## src/rtl/fifo_rd_pkg.sv

```systemverilog
// Shared types and constants for the FIFO read-side streamer.
package fifo_rd_pkg;

  localparam int unsigned SKID_DEPTH = 2;
  localparam int unsigned SKID_PTR_W = 1;
  localparam int unsigned SKID_OCC_W = 2;
  localparam int unsigned RD_DATA_W  = 32;

  typedef enum logic [1:0] {
    IDLE  = 2'd0,
    BURST = 2'd1,
    FLUSH = 2'd2
  } rd_state_e;

  typedef struct packed {
    logic [RD_DATA_W-1:0] data;
    logic                 last;
  } skid_entry_t;

endpackage

```

## src/rtl/fifo_rd_skid_buf.sv

```systemverilog
// Two-entry valid/ready output buffer holding {data, last}, with occupancy.
// The writer guarantees it never writes while full.
module fifo_rd_skid_buf
  import fifo_rd_pkg::*;
(
  input  logic                  clk,
  input  logic                  rst_n,
  input  logic                  clr,
  input  logic                  wr_en,
  input  skid_entry_t           wr_entry,
  input  logic                  rd_ready,
  output logic                  rd_valid,
  output skid_entry_t           rd_entry,
  output logic [SKID_OCC_W-1:0] occupancy
);

  skid_entry_t           r_mem [SKID_DEPTH];
  logic [SKID_PTR_W-1:0] r_wptr;
  logic [SKID_PTR_W-1:0] r_rptr;
  logic [SKID_OCC_W-1:0] r_count;
  logic                  w_pop;

  assign rd_valid  = (r_count != '0);
  assign w_pop     = rd_valid & rd_ready;
  assign rd_entry  = r_mem[r_rptr];
  assign occupancy = r_count;

  // Storage, pointers and count; clear wipes entries so the head reads zero.
  always_ff @(posedge clk or negedge rst_n) begin
    if (!rst_n) begin
      for (int i = 0; i < SKID_DEPTH; i++) r_mem[i] <= '0;
      r_wptr  <= '0;
      r_rptr  <= '0;
      r_count <= '0;
    end else if (clr) begin
      for (int i = 0; i < SKID_DEPTH; i++) r_mem[i] <= '0;
      r_wptr  <= '0;
      r_rptr  <= '0;
      r_count <= '0;
    end else begin
      if (wr_en) begin
        r_mem[r_wptr] <= wr_entry;
        r_wptr        <= r_wptr + SKID_PTR_W'(1);
      end
      if (w_pop) r_rptr <= r_rptr + SKID_PTR_W'(1);
      r_count <= r_count + SKID_OCC_W'(wr_en) - SKID_OCC_W'(w_pop);
    end
  end

endmodule

```

## src/rtl/fifo_read_streamer.sv

```systemverilog
// Read-domain FIFO drain: pops bursts of BURST_LEN words (or a partial burst
// on flush), absorbs the one-cycle read latency and streams words out with an
// end-of-burst marker. Optional FIFO_RD_UNDERFLOW_CNT_EN adds a saturating
// underflow pulse counter on port underflow_cnt.
module fifo_read_streamer
  import fifo_rd_pkg::*;
#(
  parameter int unsigned DATA_WIDTH    = RD_DATA_W,
  parameter int unsigned ADDRESS_WIDTH = 5,
  parameter int unsigned BURST_LEN     = 4
) (
  input  logic                   rclk,
  input  logic                   hw_rst_n,
  input  logic                   sw_rst,
  input  logic                   rdempty,
  input  logic [ADDRESS_WIDTH:0] rd_level,
  input  logic [DATA_WIDTH-1:0]  read_data,
  input  logic                   underflow,
  output logic                   read_enable,
  input  logic                   flush,
  output logic [DATA_WIDTH-1:0]  m_data,
  output logic                   m_valid,
  input  logic                   m_ready,
  output logic                   m_last,
  output logic                   busy,
  output logic                   err_underflow
`ifdef FIFO_RD_UNDERFLOW_CNT_EN
  ,
  output logic [15:0]            underflow_cnt
`endif
);

  localparam int unsigned LVL_W = ADDRESS_WIDTH + 1;

  rd_state_e             r_state;
  rd_state_e             w_state_nxt;
  logic [LVL_W-1:0]      r_len;
  logic [LVL_W-1:0]      w_len_nxt;
  logic [LVL_W-1:0]      r_issued;
  logic                  r_inflight;
  logic                  r_inflight_last;
  logic                  r_err;
  logic                  w_issue;
  logic                  w_room;
  logic                  w_pop;
  logic [SKID_OCC_W-1:0] w_occ;
  skid_entry_t           w_wr_entry;
  skid_entry_t           w_rd_entry;

  // A pop in the same cycle frees a slot, which keeps 1 word/cycle sustained.
  assign w_pop   = m_valid & m_ready;
  assign w_room  = (3'(w_occ) + 3'(r_inflight)) < (3'd2 + 3'(w_pop));
  assign w_issue = (r_state != IDLE) & (r_issued < r_len) & ~rdempty & w_room & ~sw_rst;

  assign read_enable   = w_issue;
  assign busy          = (r_state != IDLE) | (w_occ != '0);
  assign err_underflow = r_err;

  // State and latched burst length.
  always_ff @(posedge rclk or negedge hw_rst_n) begin
    if (!hw_rst_n) begin
      r_state <= IDLE;
      r_len   <= '0;
    end else begin
      r_state <= w_state_nxt;
      r_len   <= w_len_nxt;
    end
  end

  // Next-state: full burst beats flush; len is frozen once a burst starts.
  always_comb begin
    w_state_nxt = r_state;
    w_len_nxt   = r_len;
    case (r_state)
      IDLE: begin
        if (rd_level >= LVL_W'(BURST_LEN)) begin
          w_state_nxt = BURST;
          w_len_nxt   = LVL_W'(BURST_LEN);
        end else if (flush && !rdempty) begin
          w_state_nxt = FLUSH;
          w_len_nxt   = rd_level;
        end
      end
      BURST, FLUSH: begin
        if (r_issued == r_len) w_state_nxt = IDLE;
      end
      default: w_state_nxt = IDLE;
    endcase
    if (sw_rst) begin
      w_state_nxt = IDLE;
      w_len_nxt   = '0;
    end
  end

  // Issue counter and the single in-flight read with its last tag.
  always_ff @(posedge rclk or negedge hw_rst_n) begin
    if (!hw_rst_n) begin
      r_issued        <= '0;
      r_inflight      <= 1'b0;
      r_inflight_last <= 1'b0;
    end else if (sw_rst) begin
      r_issued        <= '0;
      r_inflight      <= 1'b0;
      r_inflight_last <= 1'b0;
    end else begin
      if (r_state == IDLE) r_issued <= '0;
      else if (w_issue)    r_issued <= r_issued + LVL_W'(1);
      r_inflight      <= w_issue;
      r_inflight_last <= (LVL_W'(r_issued + LVL_W'(1)) == r_len);
    end
  end

  // Sticky underflow flag.
  always_ff @(posedge rclk or negedge hw_rst_n) begin
    if (!hw_rst_n)      r_err <= 1'b0;
    else if (sw_rst)    r_err <= 1'b0;
    else if (underflow) r_err <= 1'b1;
  end

`ifdef FIFO_RD_UNDERFLOW_CNT_EN
  logic [15:0] r_uf_cnt;

  // Saturating count of underflow pulses.
  always_ff @(posedge rclk or negedge hw_rst_n) begin
    if (!hw_rst_n)                            r_uf_cnt <= '0;
    else if (sw_rst)                          r_uf_cnt <= '0;
    else if (underflow && r_uf_cnt != 16'hFFFF) r_uf_cnt <= r_uf_cnt + 16'd1;
  end

  assign underflow_cnt = r_uf_cnt;
`endif

  assign w_wr_entry.data = RD_DATA_W'(read_data);
  assign w_wr_entry.last = r_inflight_last;

  fifo_rd_skid_buf u_skid (
    .clk       (rclk),
    .rst_n     (hw_rst_n),
    .clr       (sw_rst),
    .wr_en     (r_inflight & ~sw_rst),
    .wr_entry  (w_wr_entry),
    .rd_ready  (m_ready),
    .rd_valid  (m_valid),
    .rd_entry  (w_rd_entry),
    .occupancy (w_occ)
  );

  assign m_data = DATA_WIDTH'(w_rd_entry.data);
  assign m_last = w_rd_entry.last;

endmodule
```

## config.mk

```make
export PLATFORM = sky130hd
export DESIGN_NAME = fifo_read_streamer
export DESIGN_NICKNAME = d
export VERILOG_FILES = /design/src/rtl/fifo_rd_pkg.sv /design/src/rtl/fifo_rd_skid_buf.sv /design/src/rtl/fifo_read_streamer.sv
export SDC_FILE = /design/constraint.sdc
export NUM_CORES = 1
export LEC_CHECK = 0
export ABC_AREA = 1
export BUFFER_PORTS_ARGS = -buffer_cell sky130_fd_sc_hd__buf_2
export CORE_UTILIZATION = 55
export CTS_BUF_LIST = sky130_fd_sc_hd__clkbuf_8
export DETAILED_ROUTE_END_ITERATION = 10
export PLACE_DENSITY_LB_ADDON = 0.3
export SYNTH_ARGS = -nofsm -noshare
export SYNTH_HDL_FRONTEND = slang
export SYNTH_SLANG_ARGS = --single-unit
```

## constraint.sdc

```tcl
create_clock -name rclk -period 2.15 [get_ports rclk]
set_input_delay 0.645 -clock rclk [delete_from_list [all_inputs] [get_ports rclk]]
set_output_delay 0.645 -clock rclk [all_outputs]
set_load 0.02 [all_outputs]
```

Yosys cells after proc, flatten, opt, wreduce, memory -nomap -nowiden
Index checks and enable logic that the tools add are counted.
W data, S select, Z words.
- input bits: 45
- register bits after elaboration: 87
- mux-type cells: 29
- reduce and logical (&&, ||, !) cells: 15
- magnitude comparators: 6
- add/subtract/negate cells: 7
- bitwise gates (word level): 11
- equality and inequality tests: 6
- operators with widths (operator ; count):
    $mux W33 ; 4
    $mux W66 ; 2
    $bwmux W66 ; 1
    $mux W6 ; 7
    $demux W33 S1 ; 1
    $eq A6 B6 Y1 ; 2
    $reduce_bool A2 Y1 ; 6
    $mux W2 ; 5
    $mux W1 ; 8
    $add A6 B1 Y6 const B ; 1
    $and A1 B1 Y1 ; 6
    $ge A6 B3 Y1 const B ; 1
    $lt A6 B6 Y1 ; 1
    $reduce_bool A3 Y1 ; 2
    $ge A2 B2 Y1 const B ; 2
    $ne A4 B4 Y1 const B ; 1
    $not A1 Y2 ; 2
    $pmux W2 S2 ; 1
    $reduce_and A2 Y1 ; 2
    $add A2 B1 Y3 ; 1
    $add A2 B1 Y3 const A ; 1
    $lt A3 B3 Y1 ; 1
    $ne A3 B3 Y1 const B ; 1
    $add A1 B1 Y1 const B ; 2
    11 further kinds ; 13

Logic depth before layout (Yosys ltp)
- word-level depth: 9
- depth in mapped cells: 10

Cells and area by module
From an unflattened synthesis, not the netlist that was laid out.
- cell total of the unflattened synthesis: 545
- area total of the unflattened synthesis: 4234.1 um2
- modules (own cells, without submodules) (module ; instances ; cells each ; seq. area each (um2) ; area each (um2)):
    fifo_rd_skid_buf ; 1 ; 382 ; 1751.7 ; 3074.2
    fifo_read_streamer ; 1 ; 163 ; 425.4 ; 1159.9

Least setup slack after synthesis
OpenSTA, ideal clock, no wires.
- kind: reg-to-output
- from: reg r_inflight
- to: out read_enable
- buffers on the path: 0
- path slack: -0.089 ns
- stages on the path, launching flop included: 8
- data required time: 1.505 ns
- arrival time: 1.594 ns
- cell sequence: dfrtp_1 ha_1 ha_1 nor2_8 nand3_4 nor2_4 nand3_4 nor2_1
- cells in the longest elaborated chain, start to end: 4
- RTL lines (item ; RTL line ; text):
    from (decl) ; fifo_read_streamer.sv:40 ; logic r_inflight;
    from (signal assigned) ; fifo_read_streamer.sv:108 ; r_inflight <= w_issue;
    $add A2 B1 Y3 ; fifo_read_streamer.sv:52 ; assign w_room = (3'(w_occ) + 3'(r_inflight)) < (3'd2 + 3'(w_pop));
    $lt A3 B3 Y1 ; fifo_read_streamer.sv:52 ;
    $and A1 B1 Y1 (2 in series) ; fifo_read_streamer.sv:53 ; assign w_issue = (r_state != IDLE) & (r_issued < r_len) & ~rdempty & w_room & ~sw_rst;
    to (decl) ; fifo_read_streamer.sv:19 ; output logic read_enable,
Every way passes these cells.

Worst setup path after layout
- from: reg u_skid.r_count[0] (netlist: u_skid.occupancy[0])
- to: out read_enable
- cells in the longest elaborated chain, start to end: 6
- elaborated cells on any way between the ends: 7
- classes of those cells: add/sub: 2; order compare: 1; bitwise: 3; reduce/logical: 1
- RTL lines (item ; RTL line ; text):
    from (decl) ; fifo_rd_skid_buf.sv:20 ; logic [SKID_OCC_W-1:0] r_count;
    from (signal assigned) ; fifo_rd_skid_buf.sv:46 ; r_count <= r_count + SKID_OCC_W'(wr_en) - SKID_OCC_W'(w_pop);
    $reduce_bool A2 Y1 ; fifo_rd_skid_buf.sv:23 ; assign rd_valid = (r_count != '0);
    $and A1 B1 Y1 ; fifo_read_streamer.sv:51 ; assign w_pop = m_valid & m_ready;
    $add A2 B1 Y3 ; fifo_read_streamer.sv:52 ;
    $lt A3 B3 Y1 * ; fifo_read_streamer.sv:52 ;
    $and A1 B1 Y1 * (2 in series) ; fifo_read_streamer.sv:53 ;
Mark *: on every way between the ends. The rest lies on a longest branch, timed or not.

==> impl_results.md <==
* Final setup fails at 1
* Residual DRC count at 0
* Critical Path Source Type: flip-flop
* GPL Wtd Cong at 0.861
* Worst reg2reg path depth at 11
* Critical path class: flip-flop to output pin
* Die area at 8360 sq um
* Max IR drop VDD at 0.000525 V
* Clock skew at 0.0108 ns
* RSZ-0062 raised after global routing: true
* Critical-path cell list: ha_2, ha_4, nor2_8, nand3_4, nor2_4, nand3_4, nor2_4, buf_6
* Layout net count at 659
* CP Data Arrival Time at 1.70 ns
* Beginning of the critical path: u_skid.occupancy[0]
* Outcome: finished with violations
* Worst-Skew Late Latency at ~0.36 ns
* Hold Crit Class: primary input to asynchronous set/reset pin
* Core Box Area at 7730 sq um
* CP max FO at 2
* Placed Instances at 688
* Post-DP HPWL at 6790 um
* Setup ws final at -0.195 ns
* # clock sinks at 87
* Tightest Pin Transition at ~0.52 ns
* Met2 wire length at 5120 um
* R2R Setup Slk at approximately 0.4 ns
* Final min period at 2.35 ns
* Commonest non-fill, non-tap cell in the layout: nand2_1
* Row count at 32
* First-pass GRT wire length at 17,100 um
* Headroom to the max-slew limit at 65.1%
* FF-to-FF End: u_skid.occupancy[1]
* CTS tree: done
* Number of routed nets with antenna violations at 0
* # port buffers at 81
* Overall power at roughly 3600 uW
* Clock Path Buffers at 2
* Hold Vio Cnt, Final at 0
* YS warnings at 0
* Crit-path max cell delay at 0.40 ns
* Vias in the first global route at 3,704
* Worst R2R Start: u_skid.occupancy[0]
* CP endpoint kind: output pin
* Drt first pass iters at 4
* Leakage at 0.00256 uW
* Min Hold Slack at 0.201 ns
* Wire per inst at 14.6 um
* H-Tree Depth at 3
* Crit path required time at about 1.5 ns
* Failing checks: setup timing
* Max Slew Vio Count at 0
* Top routing layer used: met4
* Met1 WL at around 4500 um
* Slowest cell on crit path: dfrtp_1
* Via density at 5.50
* Die Y at 91.5 um
* Mapped Cells at 516
* Fin cells at about 710
* Most frequent cells in the layout: nand2_1, dfrtp_1, buf_2, inv_1, o21ai_0
* Gr usage total at roughly a quarter
* Num CTS Buffers at 9
* Pwr Density at around 680 nW/um^2
* WL final at between 10,000 and 15,000 um
* Syn Area/Cell at roughly 8.5 sq um
* # Max-Cap Violations at 0
* Largest net degree at the start of global routing at ~60
* FF+latch count, synth at 87
* Layout cell share with drive strength beyond 1 at 24.9%
* Final cell area excluding filler cells at 5270 sq um
* Max frequency at 426 MHz
* CTS Root Cell: clkbuf_8
* Number of distinct library cells after synthesis at 32
* Synth Net Count at approximately 570
* Crit share post-route at 109%
* Total gr overflow at 0
* Num ports at 82
* Worst-path clk slew at 0.09 ns
* Metal3 WL at 543 um
* Worst setup endpoint: read_enable
* Register area share after synthesis at between 40% and 50%
* Drt first-iter violations at 167
* Antenna diodes at 0
* Area Growth Syn to Fin at 19.7%
* Vias at 3,900
* Post-DP Area at about 4900 sq um
* Die width at 91.5 um
* Post-Syn Area at 4400 sq um
* Initial antenna violation count at 0
* Initial Utilization at 57.0%
[repair_timing]
action	CTS	global route
pin swaps	3	0
endpoints found under the setup margin	4	2
resized for setup	15	6
setup buffers	4	1
hold buffers	0	0
[cell usage after synthesis]
master | count | area (sq um)
nor2_1 | 23 | 86.3
nand3_2 | 1 | 10.0
nand3_1 | 55 | 275
xor2_1 | 1 | 8.76
nand2_2 | 1 | 6.26
clkinv_1 | 1 | 3.75
o21ai_1 | 1 | 5.00
nand3b_1 | 1 | 7.51
nor2_4 | 2 | 22.5
o31ai_1 | 8 | 60.1
o22ai_1 | 8 | 50.1
buf_6 | 2 | 22.5
nor3_1 | 3 | 15.0
o32ai_1 | 25 | 219
a21oi_4 | 1 | 16.3
buf_2 | 11 | 55.1
xnor2_1 | 1 | 8.76
clkbuf_1 | 10 | 37.5
o21ai_0 | 60 | 300
inv_2 | 2 | 7.51
o21ai_2 | 1 | 8.76
nor2_8 | 1 | 20.0
buf_4 | 8 | 60.1
nand4_1 | 5 | 31.3
nand2_4 | 1 | 11.3
dfrtp_1 | 87 | 2180
nand3_4 | 2 | 35.0
a21oi_1 | 4 | 20.0
nor2_2 | 1 | 6.26
ha_1 | 12 | 150
nand2_1 | 111 | 417
inv_1 | 66 | 248
[power breakdown]
group,internal [uW],total [uW],switching (uW),leakage (uW)
Sequential,1680,1710,31.6,0.00121
Clock,573,1180,606,0.0000989
Combinational,242,697,455,0.00125
Total,2490,3590,1090,0.00256
[critical path: cells and delay by family (launching register included)]
kind,cells,cell delay (ns)
buf+inv,1,0.12
simple gates,5,0.44
flops,1,0.40
fa+ha+maj,2,0.37
[stage by stage]
step,setup slack (ns),TNS (ns),util (%)
after CTS,-0.197,-0.197,67.8
after detailed placement,-0.0289,-0.0289,64.0
after floorplan,0.00732,0,-
after global placement,0.0150,0,64.0
final,-0.195,-0.195,68.2
after global routing,-0.280,-0.280,68.2
[per-layer routing]
layer,global-route usage [%],vias up
met3,3.52,15
met1,32.7,1873
met5,0,-
met2,44.5,117
met4,9.13,0
li1,-,1895
[worst min path at each step]
stage	from	to	depth (start not counted)
3_3_place_gp	r_state[1]	r_state[1]	2
4_1_cts	hw_rst_n	u_skid.r_mem[25]	1
6_report	hw_rst_n	u_skid.r_mem[14]	1
3_5_place_dp	r_len[1]	r_len[1]	2
5_1_grt	hw_rst_n	u_skid.r_mem[14]	1
2_1_floorplan	hw_rst_n	err_underflow	0
[registers in the layout, indices dropped and copies added, names as in the netlist]
name,count
u_skid.occupancy,2
r_len,6
err_underflow,1
u_skid.r_wptr,1
r_state,2
u_skid.r_mem,66
r_inflight_last,1
r_inflight,1
u_skid.r_rptr,1
r_issued,6
[cell families (layout without fill, tap and decap cells)]
group	Yosys count	count (layout)	share of synthesized area, %
and+or+nand+nor	207	207	21.4
AOI/OAI and AO/OA	108	108	15.4
buffers and inverters	100	191	9.86
DFF	87	87	49.5
adders and majority gates	12	12	3.41
xor gates and xnor gates	2	2	0.398
[cell type report]
type,instances,area [sq um]
fillers,630,2460
clock buffers,10,138
inverters,69,259
repair buffers,106,631
well taps,102,128
clock inverters,6,67.6
multi-input cells,329,1870
flip-flops and latches,87,2180
No activity file was read; power rests on OpenSTA's default activity.
